$ cat config.mk
export PLATFORM = sky130hd
export DESIGN_NAME = tm_clause_eval_flat
export DESIGN_NICKNAME = d
export VERILOG_FILES = /design/src/rtl/tm_pkg.sv /design/src/rtl/tm_clause_eval_if.sv /design/src/rtl/tm_clause_match.sv /design/src/rtl/tm_clause_eval.sv /design/src/flat_wrapper.sv
export SDC_FILE = /design/constraint.sdc
export NUM_CORES = 2
export LEC_CHECK = 0
export ABC_AREA = 1
export CORE_AREA = 2 2 668 670
export DETAILED_ROUTE_END_ITERATION = 10
export DIE_AREA = 0 0 670 672
export SLEW_MARGIN = 20
export SYNTH_ARGS = -nofsm -noshare
export SYNTH_HDL_FRONTEND = slang
export SYNTH_SLANG_ARGS = --single-unit
$ cat constraint.sdc
create_clock -name clk -period 39.9 [get_ports clk]
set_input_delay 5.985 -clock clk [delete_from_list [all_inputs] [get_ports clk]]
set_output_delay 5.985 -clock clk [all_outputs]
set_load 0.02 [all_outputs]
$ cat src/rtl/tm_pkg.sv
// Shared constants, FSM state encoding and weight type for the Tsetlin-machine
// clause evaluation and feedback blocks.
package tm_pkg;

    localparam int CLAUSE_NUM   = 128;
    localparam int LITERAL_NUM  = 272;
    localparam int WEIGHT_WIDTH = 8;
    localparam int STATE_WIDTH  = 3;

    // One bit above weight width plus clause-count growth, so the full sum never wraps.
    function automatic int sum_width(input int weight_width, input int clause_num);
        return weight_width + $clog2(clause_num) + 1;
    endfunction

    localparam int SUM_WIDTH = sum_width(WEIGHT_WIDTH, CLAUSE_NUM);

    typedef enum logic [STATE_WIDTH-1:0] {
        ST_IDLE,
        ST_READ,
        ST_DRAIN,
        ST_DONE,
        ST_FEEDBACK,
        ST_SETTLE
    } state_e;

    typedef logic signed [WEIGHT_WIDTH-1:0] weight_t;

endpackage

$ cat src/rtl/tm_clause_eval_if.sv
// Sample input, include-memory read, result output and feedback signals of the
// clause evaluator; slave is the evaluator side, master the surrounding system.
interface tm_clause_eval_if #(
    parameter int CLAUSE_NUM   = tm_pkg::CLAUSE_NUM,
    parameter int LITERAL_NUM  = tm_pkg::LITERAL_NUM,
    parameter int WEIGHT_WIDTH = tm_pkg::WEIGHT_WIDTH,
    parameter int SUM_WIDTH    = tm_pkg::sum_width(WEIGHT_WIDTH, CLAUSE_NUM),
    parameter int ADDR_WIDTH   = $clog2(CLAUSE_NUM)
);
    logic                               in_valid;
    logic                               in_ready;
    logic [LITERAL_NUM-1:0]             in_literals;
    logic                               in_label;
    logic                               in_train;
    logic                               inc_rd_en;
    logic [ADDR_WIDTH-1:0]              inc_rd_addr;
    logic [LITERAL_NUM-1:0]             inc_rd_data;
    logic [CLAUSE_NUM*WEIGHT_WIDTH-1:0] weight_in;
    logic                               out_valid;
    logic                               out_ready;
    logic [CLAUSE_NUM-1:0]              conjunction_result;
    logic [SUM_WIDTH-1:0]               class_sum;
    logic                               prediction;
    logic                               fb_en;
    logic                               is_positive_sample;

    modport master (
        output in_valid, in_literals, in_label, in_train, inc_rd_data, weight_in, out_ready,
        input  in_ready, inc_rd_en, inc_rd_addr, out_valid, conjunction_result, class_sum,
               prediction, fb_en, is_positive_sample
    );

    modport slave (
        input  in_valid, in_literals, in_label, in_train, inc_rd_data, weight_in, out_ready,
        output in_ready, inc_rd_en, inc_rd_addr, out_valid, conjunction_result, class_sum,
               prediction, fb_en, is_positive_sample
    );

endinterface

$ cat src/rtl/tm_clause_match.sv
// Single-clause conjunction: every included literal must be 1; a clause with no
// includes passes only while training.
module tm_clause_match #(
    parameter int LITERAL_NUM = tm_pkg::LITERAL_NUM
) (
    input  logic [LITERAL_NUM-1:0] mask,
    input  logic [LITERAL_NUM-1:0] literals,
    input  logic                   train,
    output logic                   match
);

    always_comb begin
        if (mask == '0) begin
            match = train;
        end else begin
            match = &(~mask | literals);
        end
    end

endmodule

$ cat src/rtl/tm_clause_eval.sv
// Latches a sample, walks the include-mask memory one clause per cycle, builds the
// conjunction vector and weighted class sum, then optionally pulses feedback.
module tm_clause_eval #(
    parameter int CLAUSE_NUM   = tm_pkg::CLAUSE_NUM,
    parameter int LITERAL_NUM  = tm_pkg::LITERAL_NUM,
    parameter int WEIGHT_WIDTH = tm_pkg::WEIGHT_WIDTH,
    parameter int SUM_WIDTH    = tm_pkg::sum_width(WEIGHT_WIDTH, CLAUSE_NUM),
    parameter int ADDR_WIDTH   = $clog2(CLAUSE_NUM)
) (
    input logic             clk,
    input logic             rst,
    tm_clause_eval_if.slave bus
);
    import tm_pkg::*;

    localparam logic [ADDR_WIDTH-1:0] LAST_ADDR = ADDR_WIDTH'(CLAUSE_NUM - 1);

    state_e                   state_q, state_d;
    logic                     in_ready_q, in_ready_d;
    logic [LITERAL_NUM-1:0]   literals_q, literals_d;
    logic                     label_q, label_d;
    logic                     train_q, train_d;
    logic                     rd_en_q, rd_en_d;
    logic [ADDR_WIDTH-1:0]    rd_addr_q, rd_addr_d;
    logic                     pend_valid_q, pend_valid_d;
    logic [ADDR_WIDTH-1:0]    pend_addr_q, pend_addr_d;
    logic [CLAUSE_NUM-1:0]    conj_q, conj_d;
    logic [SUM_WIDTH-1:0]     acc_q, acc_d;
    logic                     prediction_q, prediction_d;
    logic                     out_valid_q, out_valid_d;
    logic                     fb_en_q, fb_en_d;

    logic                     clause_match;
    logic [WEIGHT_WIDTH-1:0]  weight_k;
    logic [SUM_WIDTH-1:0]     weight_ext;

    tm_clause_match #(
        .LITERAL_NUM (LITERAL_NUM)
    ) u_match (
        .mask     (bus.inc_rd_data),
        .literals (literals_q),
        .train    (train_q),
        .match    (clause_match)
    );

    // pend_addr_q names the clause whose mask is on inc_rd_data this cycle.
    assign weight_k   = bus.weight_in[int'(pend_addr_q) * WEIGHT_WIDTH +: WEIGHT_WIDTH];
    assign weight_ext = {{(SUM_WIDTH - WEIGHT_WIDTH){weight_k[WEIGHT_WIDTH-1]}}, weight_k};

    always_comb begin
        state_d      = state_q;
        in_ready_d   = in_ready_q;
        literals_d   = literals_q;
        label_d      = label_q;
        train_d      = train_q;
        rd_en_d      = 1'b0;
        rd_addr_d    = rd_addr_q;
        pend_valid_d = rd_en_q;
        pend_addr_d  = rd_addr_q;
        conj_d       = conj_q;
        acc_d        = acc_q;
        prediction_d = prediction_q;
        out_valid_d  = out_valid_q;
        fb_en_d      = 1'b0;

        if (pend_valid_q && clause_match) begin
            conj_d[pend_addr_q] = 1'b1;
            acc_d               = acc_q + weight_ext;
        end

        unique case (state_q)
            ST_IDLE: begin
                if (bus.in_valid) begin
                    state_d      = ST_READ;
                    in_ready_d   = 1'b0;
                    literals_d   = bus.in_literals;
                    label_d      = bus.in_label;
                    train_d      = bus.in_train;
                    conj_d       = '0;
                    acc_d        = '0;
                    prediction_d = 1'b0;
                    rd_en_d      = 1'b1;
                    rd_addr_d    = '0;
                end
            end
            ST_READ: begin
                if (rd_addr_q == LAST_ADDR) begin
                    state_d = ST_DRAIN;
                end else begin
                    rd_en_d   = 1'b1;
                    rd_addr_d = rd_addr_q + ADDR_WIDTH'(1);
                end
            end
            ST_DRAIN: begin
                state_d      = ST_DONE;
                out_valid_d  = 1'b1;
                prediction_d = ~acc_d[SUM_WIDTH-1];
            end
            ST_DONE: begin
                if (bus.out_ready) begin
                    out_valid_d = 1'b0;
                    if (train_q) begin
                        state_d = ST_FEEDBACK;
                        fb_en_d = 1'b1;
                    end else begin
                        state_d    = ST_IDLE;
                        in_ready_d = 1'b1;
                    end
                end
            end
            // One quiet cycle lets the downstream feedback update finish before a new accept.
            ST_FEEDBACK: begin
                state_d = ST_SETTLE;
            end
            ST_SETTLE: begin
                state_d    = ST_IDLE;
                in_ready_d = 1'b1;
            end
            default: begin
                state_d    = ST_IDLE;
                in_ready_d = 1'b1;
            end
        endcase
    end

    always_ff @(posedge clk or posedge rst) begin
        if (rst) begin
            state_q      <= ST_IDLE;
            in_ready_q   <= 1'b1;
            literals_q   <= '0;
            label_q      <= 1'b0;
            train_q      <= 1'b0;
            rd_en_q      <= 1'b0;
            rd_addr_q    <= '0;
            pend_valid_q <= 1'b0;
            pend_addr_q  <= '0;
            conj_q       <= '0;
            acc_q        <= '0;
            prediction_q <= 1'b0;
            out_valid_q  <= 1'b0;
            fb_en_q      <= 1'b0;
        end else begin
            state_q      <= state_d;
            in_ready_q   <= in_ready_d;
            literals_q   <= literals_d;
            label_q      <= label_d;
            train_q      <= train_d;
            rd_en_q      <= rd_en_d;
            rd_addr_q    <= rd_addr_d;
            pend_valid_q <= pend_valid_d;
            pend_addr_q  <= pend_addr_d;
            conj_q       <= conj_d;
            acc_q        <= acc_d;
            prediction_q <= prediction_d;
            out_valid_q  <= out_valid_d;
            fb_en_q      <= fb_en_d;
        end
    end

    assign bus.in_ready           = in_ready_q;
    assign bus.inc_rd_en          = rd_en_q;
    assign bus.inc_rd_addr        = rd_addr_q;
    assign bus.out_valid          = out_valid_q;
    assign bus.conjunction_result = conj_q;
    assign bus.class_sum          = acc_q;
    assign bus.prediction         = prediction_q;
    assign bus.fb_en              = fb_en_q;
    assign bus.is_positive_sample = label_q;

endmodule
$ cat src/flat_wrapper.sv
// flat-port wrapper written by rule: the top's interface ports become plain ports
module tm_clause_eval_flat import tm_pkg::*;
#(
    parameter int CLAUSE_NUM   = tm_pkg::CLAUSE_NUM,
    parameter int LITERAL_NUM  = tm_pkg::LITERAL_NUM,
    parameter int WEIGHT_WIDTH = tm_pkg::WEIGHT_WIDTH,
    parameter int SUM_WIDTH    = tm_pkg::sum_width(WEIGHT_WIDTH, CLAUSE_NUM),
    parameter int ADDR_WIDTH   = $clog2(CLAUSE_NUM)
)
  (clk, rst, bus_in_valid, bus_in_literals, bus_in_label, bus_in_train, bus_inc_rd_data, bus_weight_in, bus_out_ready, bus_in_ready, bus_inc_rd_en, bus_inc_rd_addr, bus_out_valid, bus_conjunction_result, bus_class_sum, bus_prediction, bus_fb_en, bus_is_positive_sample);
  tm_clause_eval_if #(.CLAUSE_NUM(CLAUSE_NUM), .LITERAL_NUM(LITERAL_NUM), .WEIGHT_WIDTH(WEIGHT_WIDTH), .SUM_WIDTH(SUM_WIDTH), .ADDR_WIDTH(ADDR_WIDTH)) bus_i ();
  input logic clk;
  input logic rst;
  input wire logic [$bits(bus_i.in_valid)-1:0] bus_in_valid;
  input wire logic [$bits(bus_i.in_literals)-1:0] bus_in_literals;
  input wire logic [$bits(bus_i.in_label)-1:0] bus_in_label;
  input wire logic [$bits(bus_i.in_train)-1:0] bus_in_train;
  input wire logic [$bits(bus_i.inc_rd_data)-1:0] bus_inc_rd_data;
  input wire logic [$bits(bus_i.weight_in)-1:0] bus_weight_in;
  input wire logic [$bits(bus_i.out_ready)-1:0] bus_out_ready;
  output wire logic [$bits(bus_i.in_ready)-1:0] bus_in_ready;
  output wire logic [$bits(bus_i.inc_rd_en)-1:0] bus_inc_rd_en;
  output wire logic [$bits(bus_i.inc_rd_addr)-1:0] bus_inc_rd_addr;
  output wire logic [$bits(bus_i.out_valid)-1:0] bus_out_valid;
  output wire logic [$bits(bus_i.conjunction_result)-1:0] bus_conjunction_result;
  output wire logic [$bits(bus_i.class_sum)-1:0] bus_class_sum;
  output wire logic [$bits(bus_i.prediction)-1:0] bus_prediction;
  output wire logic [$bits(bus_i.fb_en)-1:0] bus_fb_en;
  output wire logic [$bits(bus_i.is_positive_sample)-1:0] bus_is_positive_sample;
  assign bus_i.in_valid = bus_in_valid;
  assign bus_i.in_literals = bus_in_literals;
  assign bus_i.in_label = bus_in_label;
  assign bus_i.in_train = bus_in_train;
  assign bus_i.inc_rd_data = bus_inc_rd_data;
  assign bus_i.weight_in = bus_weight_in;
  assign bus_i.out_ready = bus_out_ready;
  assign bus_in_ready = bus_i.in_ready;
  assign bus_inc_rd_en = bus_i.inc_rd_en;
  assign bus_inc_rd_addr = bus_i.inc_rd_addr;
  assign bus_out_valid = bus_i.out_valid;
  assign bus_conjunction_result = bus_i.conjunction_result;
  assign bus_class_sum = bus_i.class_sum;
  assign bus_prediction = bus_i.prediction;
  assign bus_fb_en = bus_i.fb_en;
  assign bus_is_positive_sample = bus_i.is_positive_sample;
  tm_clause_eval #(.CLAUSE_NUM(CLAUSE_NUM), .LITERAL_NUM(LITERAL_NUM), .WEIGHT_WIDTH(WEIGHT_WIDTH), .SUM_WIDTH(SUM_WIDTH), .ADDR_WIDTH(ADDR_WIDTH)) u_core (.clk(clk), .rst(rst), .bus(bus_i));
endmodule
==> results.md <==
Floorplanning:
- The number of I/O pins is 1731.
- After floorplanning, the core was sized to cover 444000 µm².
- Row generation in the floorplan step produced 245 rows.
- The floorplan step set the die height to 672 µm.
- Measured along the x axis, the die boundary spans 670 µm.
- The initial utilization of the core area, before any placement, comes to 0.0646.
- The die covers 450000 µm².

Global routing:
- The via count of the first global-routing pass is 36400.
- The initial antenna violation count is 157.
- For this run the aggregate overflow at the end of global routing stands at 0.
- The global-route wire length before repair is 372 mm.
- Entering global routing, the biggest net connects 159 pins.
- For this run, the total global-route usage over all layers was measured as 0.125.

Clock tree:
- The hold buffer count at cts is 0.
- The maximum clock insertion buffer count is 3.
- The maximum level of the CTS H-tree is 2.
- The clock slew seen by the registers of the worst setup and hold paths is 60 ps.
- The number of clock buffers inserted by TritonCTS is 55.
- After clock tree synthesis, the setup repair step added 0 buffers.
- The clock root buffer master is sky130_fd_sc_hd__clkbuf_16.
- The CTS tree is yes.
- The latest clock arrival within the worst-skew pair is 730 ps.
- In this run, post-CTS repair resized a total of 0 instances.
- The clock drives 441 sinks.

Setup path:
- The critical path arrival is 10820 ps.
- The setup path with the least slack is of type primary input to register.
- The worst endpoint required time is 40470 ps.
- STA classifies the critical path endpoint as a register.
- The nature of the critical path startpoint is a primary input.
- In this run the worst path has a maximum fanout of 5.

Logic synthesis:
- Yosys printed 0 warnings.
- The most frequent cell after synthesis is sky130_fd_sc_hd__nand2_1.
- After technology mapping, the gate count stands at 4247.
- The async set-or-reset flop fraction in the synthesized netlist is 1.00.
- In this run, synthesis produced a sequential element count of 441.
- The per-instance average area after synthesis is 6.74 µm².
- Synthesis produced a netlist with a net count of 5838.
- The sequential cell area fraction in the yosys report is 0.385.
- The cell type with the largest total area after synthesis is sky130_fd_sc_hd__dfrtp_1.
- Ranked by instance count, the synthesized netlist is headed by 1509 x sky130_fd_sc_hd__nand2_1, 494 x sky130_fd_sc_hd__inv_1, 440 x sky130_fd_sc_hd__dfrtp_1.
- Yosys mapped the design onto 49 distinct sky130hd cell types.
- Counting flops with a built-in enable in the synthesized netlist gives 0.
- By area the synthesized netlist is led by sky130_fd_sc_hd__dfrtp_1 38%, sky130_fd_sc_hd__nand2_1 20%, sky130_fd_sc_hd__inv_1 6.5%, sky130_fd_sc_hd__o21ai_0 5.2%, sky130_fd_sc_hd__nor2_1 4.9%.
- The prevailing post-synth register cell is sky130_fd_sc_hd__dfrtp_1.
- The area share of the largest cell type after synthesis is 0.385.
- The cell area that synthesis handed to floorplanning was 28600 µm².

Timing:
- The slew of the pin with the lowest slew margin is 1140 ps.
- In the finished design, the share of the clock period the worst path needs comes to 0.257.
- Setup repair after global routing left no endpoint under its margin.
- Setup violations remaining at the end of the flow were counted as 0.
- The relative max-transition margin is 0.229.
- The worst path needs 10250 ps of the cycle, external delays included.
- The final-report hold violation count is 0.
- On the final layout, the worst clock skew is 69.1 ps.
- Based on the critical path, the design can be clocked at up to 0.0976 GHz.
- The final worst slack is 29650 ps.
- The count of final max-slew check failures is 0.
- In the final timing run, aggregate negative setup slack is 0 ps.

Drt:
- The amount of wire on met2 after detailed routing is 153 mm.
- The detailed router used layers up to and including met5.
- In the routed layout, each cell is associated on average with a via count of 3.17.
- The routed layout has 37800 vias.
- The routed wire length is 295 mm.
- In the final routed layout, each cell accounts on average for 24.7 µm.
- The post-route met1 wirelength is 106 mm.
- The routed wire length on met3 is 20.1 mm.
- The number of search-and-repair iterations in the first detailed-routing pass is 6.
- The first routing iteration left 3182 violations.
- The number of design rule violations left after detail routing is 0.
- The post-route antenna net violation count is 0.

Finish:
- The final instance area is 55200 µm².
- The final-stage net count is 7491.
- The multi-input combinational cells in the finished layout cover a total of 14800 µm².
- The layout filler cell count is 51300.
- The layout overhead on the synthesized area is 92.9%.
- The sequential cell area is 11000 µm².
- Of the cells placed in the final design, the portion with a size suffix greater than 1 is 0.0414.

Power and ir drop:
- IR analysis of the VDD net gives a maximum drop of 0.0539 mV.
- The power per cell area is 47.8 nW/µm².
- The cell leakage power is 22.1 nW.

Placed design:
- The count of buffers added on input and output ports is 1730.
- Summing all placed instances gives a cell area of 53300 µm².
- Detailed placement ended at an HPWL of 251 mm.
- The global placer's final weighted congestion is 0.959.
- The setup slack after placement is 28910 ps.

Job:
- Max-cap violations in this run came to 0.

Status:
- The run finished with clean final reports.

Min path:
- The worst hold path class is register to register.
==> cell type report <==
| type | count | area share |
|---|---|---|
| Antenna cell | 54 | 0.00245 |
| Clock buffer | 72 | 0.0277 |
| Clock inverter | 27 | 0.00557 |
| Inverter | 507 | 0.0350 |
| Multi-Input combinational cell | 3079 | 0.269 |
| Sequential cell | 441 | 0.200 |
| Tap cell | 5928 | 0.134 |
| Timing Repair Buffer | 1816 | 0.326 |
==> cell usage in the layout, fill, tap and decap left out, types with 16 or more instances in the layout <==
cell                              synthesis  layout
sky130_fd_sc_hd__diode_2                  0      54
sky130_fd_sc_hd__ha_1                    16      16
sky130_fd_sc_hd__dfrtp_1                440     439
sky130_fd_sc_hd__clkdlybuf4s50_1          0    1730
sky130_fd_sc_hd__inv_1                  494     490
sky130_fd_sc_hd__o22ai_1                 18      18
sky130_fd_sc_hd__buf_4                   14      80
sky130_fd_sc_hd__a22oi_1                107     107
sky130_fd_sc_hd__o21ai_0                295     292
sky130_fd_sc_hd__nand2_1               1509    1506
sky130_fd_sc_hd__o21a_1                 129     129
sky130_fd_sc_hd__nor2_1                 377     358
sky130_fd_sc_hd__a221oi_1                91      89
sky130_fd_sc_hd__a21oi_1                 71      69
sky130_fd_sc_hd__nor3_1                 134     132
sky130_fd_sc_hd__nand4_1                109     109
sky130_fd_sc_hd__a22o_1                  34      34
sky130_fd_sc_hd__clkbuf_16                0      55
sky130_fd_sc_hd__nand3_1                110     109
==> per-stage QoR <==
step	utilization	power, mW	hold slack (ps)	instances
final	0.125	2.64	456	11900
after global routing	0.124	2.82	483	11900
after CTS	0.124	2.71	461	11900
after detailed placement	0.120	2.15	434	11800
after global placement	0.120	2.14	445	11800
after floorplan	-	1.34	441	4247
==> final timing paths <==
| kind | startpoint | slack [ps] | depth (start not counted) | end |
|---|---|---|---|---|
| max | bus_weight_in[1008] | 29650 | 21 | u_core.bus.class_sum[12] |
| min | u_core.bus.inc_rd_addr[2] | 460 | 0 | u_core.pend_addr_q[2] |
| max reg2reg | u_core.pend_addr_q[0] | 32320 | 24 | u_core.bus.class_sum[12] |
| min reg2reg | u_core.bus.inc_rd_addr[2] | 460 | 0 | u_core.pend_addr_q[2] |
| max in group asynchronous | rst | 30860 | 5 | u_core.literals_q[206] |
| min in group asynchronous | rst | 5770 | 2 | u_core.bus.out_valid |
==> worst max-delay path: stages <==
cell and delay [ps]:
sky130_fd_sc_hd__clkdlybuf4s50_1 450, sky130_fd_sc_hd__nand2_1 90, sky130_fd_sc_hd__nand2_1 60, sky130_fd_sc_hd__a221oi_1 750, sky130_fd_sc_hd__nand4_1 370, sky130_fd_sc_hd__buf_8 270, sky130_fd_sc_hd__nand2_1 130, sky130_fd_sc_hd__nand2_1 70
sky130_fd_sc_hd__nand2_1 120, sky130_fd_sc_hd__nand2_1 90, sky130_fd_sc_hd__nor2_1 130, sky130_fd_sc_hd__nand2_1 190, sky130_fd_sc_hd__ha_1 280, sky130_fd_sc_hd__fa_1 420, sky130_fd_sc_hd__nand2_1 90, sky130_fd_sc_hd__a21oi_1 100
sky130_fd_sc_hd__a21boi_0 520, sky130_fd_sc_hd__o21bai_1 200, sky130_fd_sc_hd__a31oi_1 210, sky130_fd_sc_hd__xor2_1 180, sky130_fd_sc_hd__a211oi_1 90
==> cells by family (layout without fill, tap and decap cells) <==
family | after synthesis | after routing | synth area share
simple gates | 2259 | 2259 | 0.319
compound gates | 793 | 793 | 0.182
buf+inv | 727 | 2422 | 0.103
flops | 441 | 441 | 0.385
fa+ha+maj | 17 | 17 | 0.00769
xor+xnor | 10 | 10 | 0.00306
other cells | 0 | 54 | 0
==> layer usage <==
metal,GRT usage,vias up
met5,0,-
met4,0.0518,86
met3,0.0287,505
met2,0.232,2006
met1,0.135,18000
li1,-,17200
==> state kept, by name (all words and copies together), names as in the netlist, 3 cells and up <==
register and cells:
u_core.bus.class_sum 16, u_core.bus.conjunction_result 128, u_core.bus.inc_rd_addr 7, u_core.literals_q 272, u_core.pend_addr_q 7, u_core.state_q 3
==> report_power, final <==
group	total (mW)	internal (mW)	switching, mW
logic	1.46	0.458	0.999
clock network	0.529	0.292	0.237
registers	0.655	0.588	0.0667
total	2.64	1.34	1.30
(Power assumes the default switching activity.)
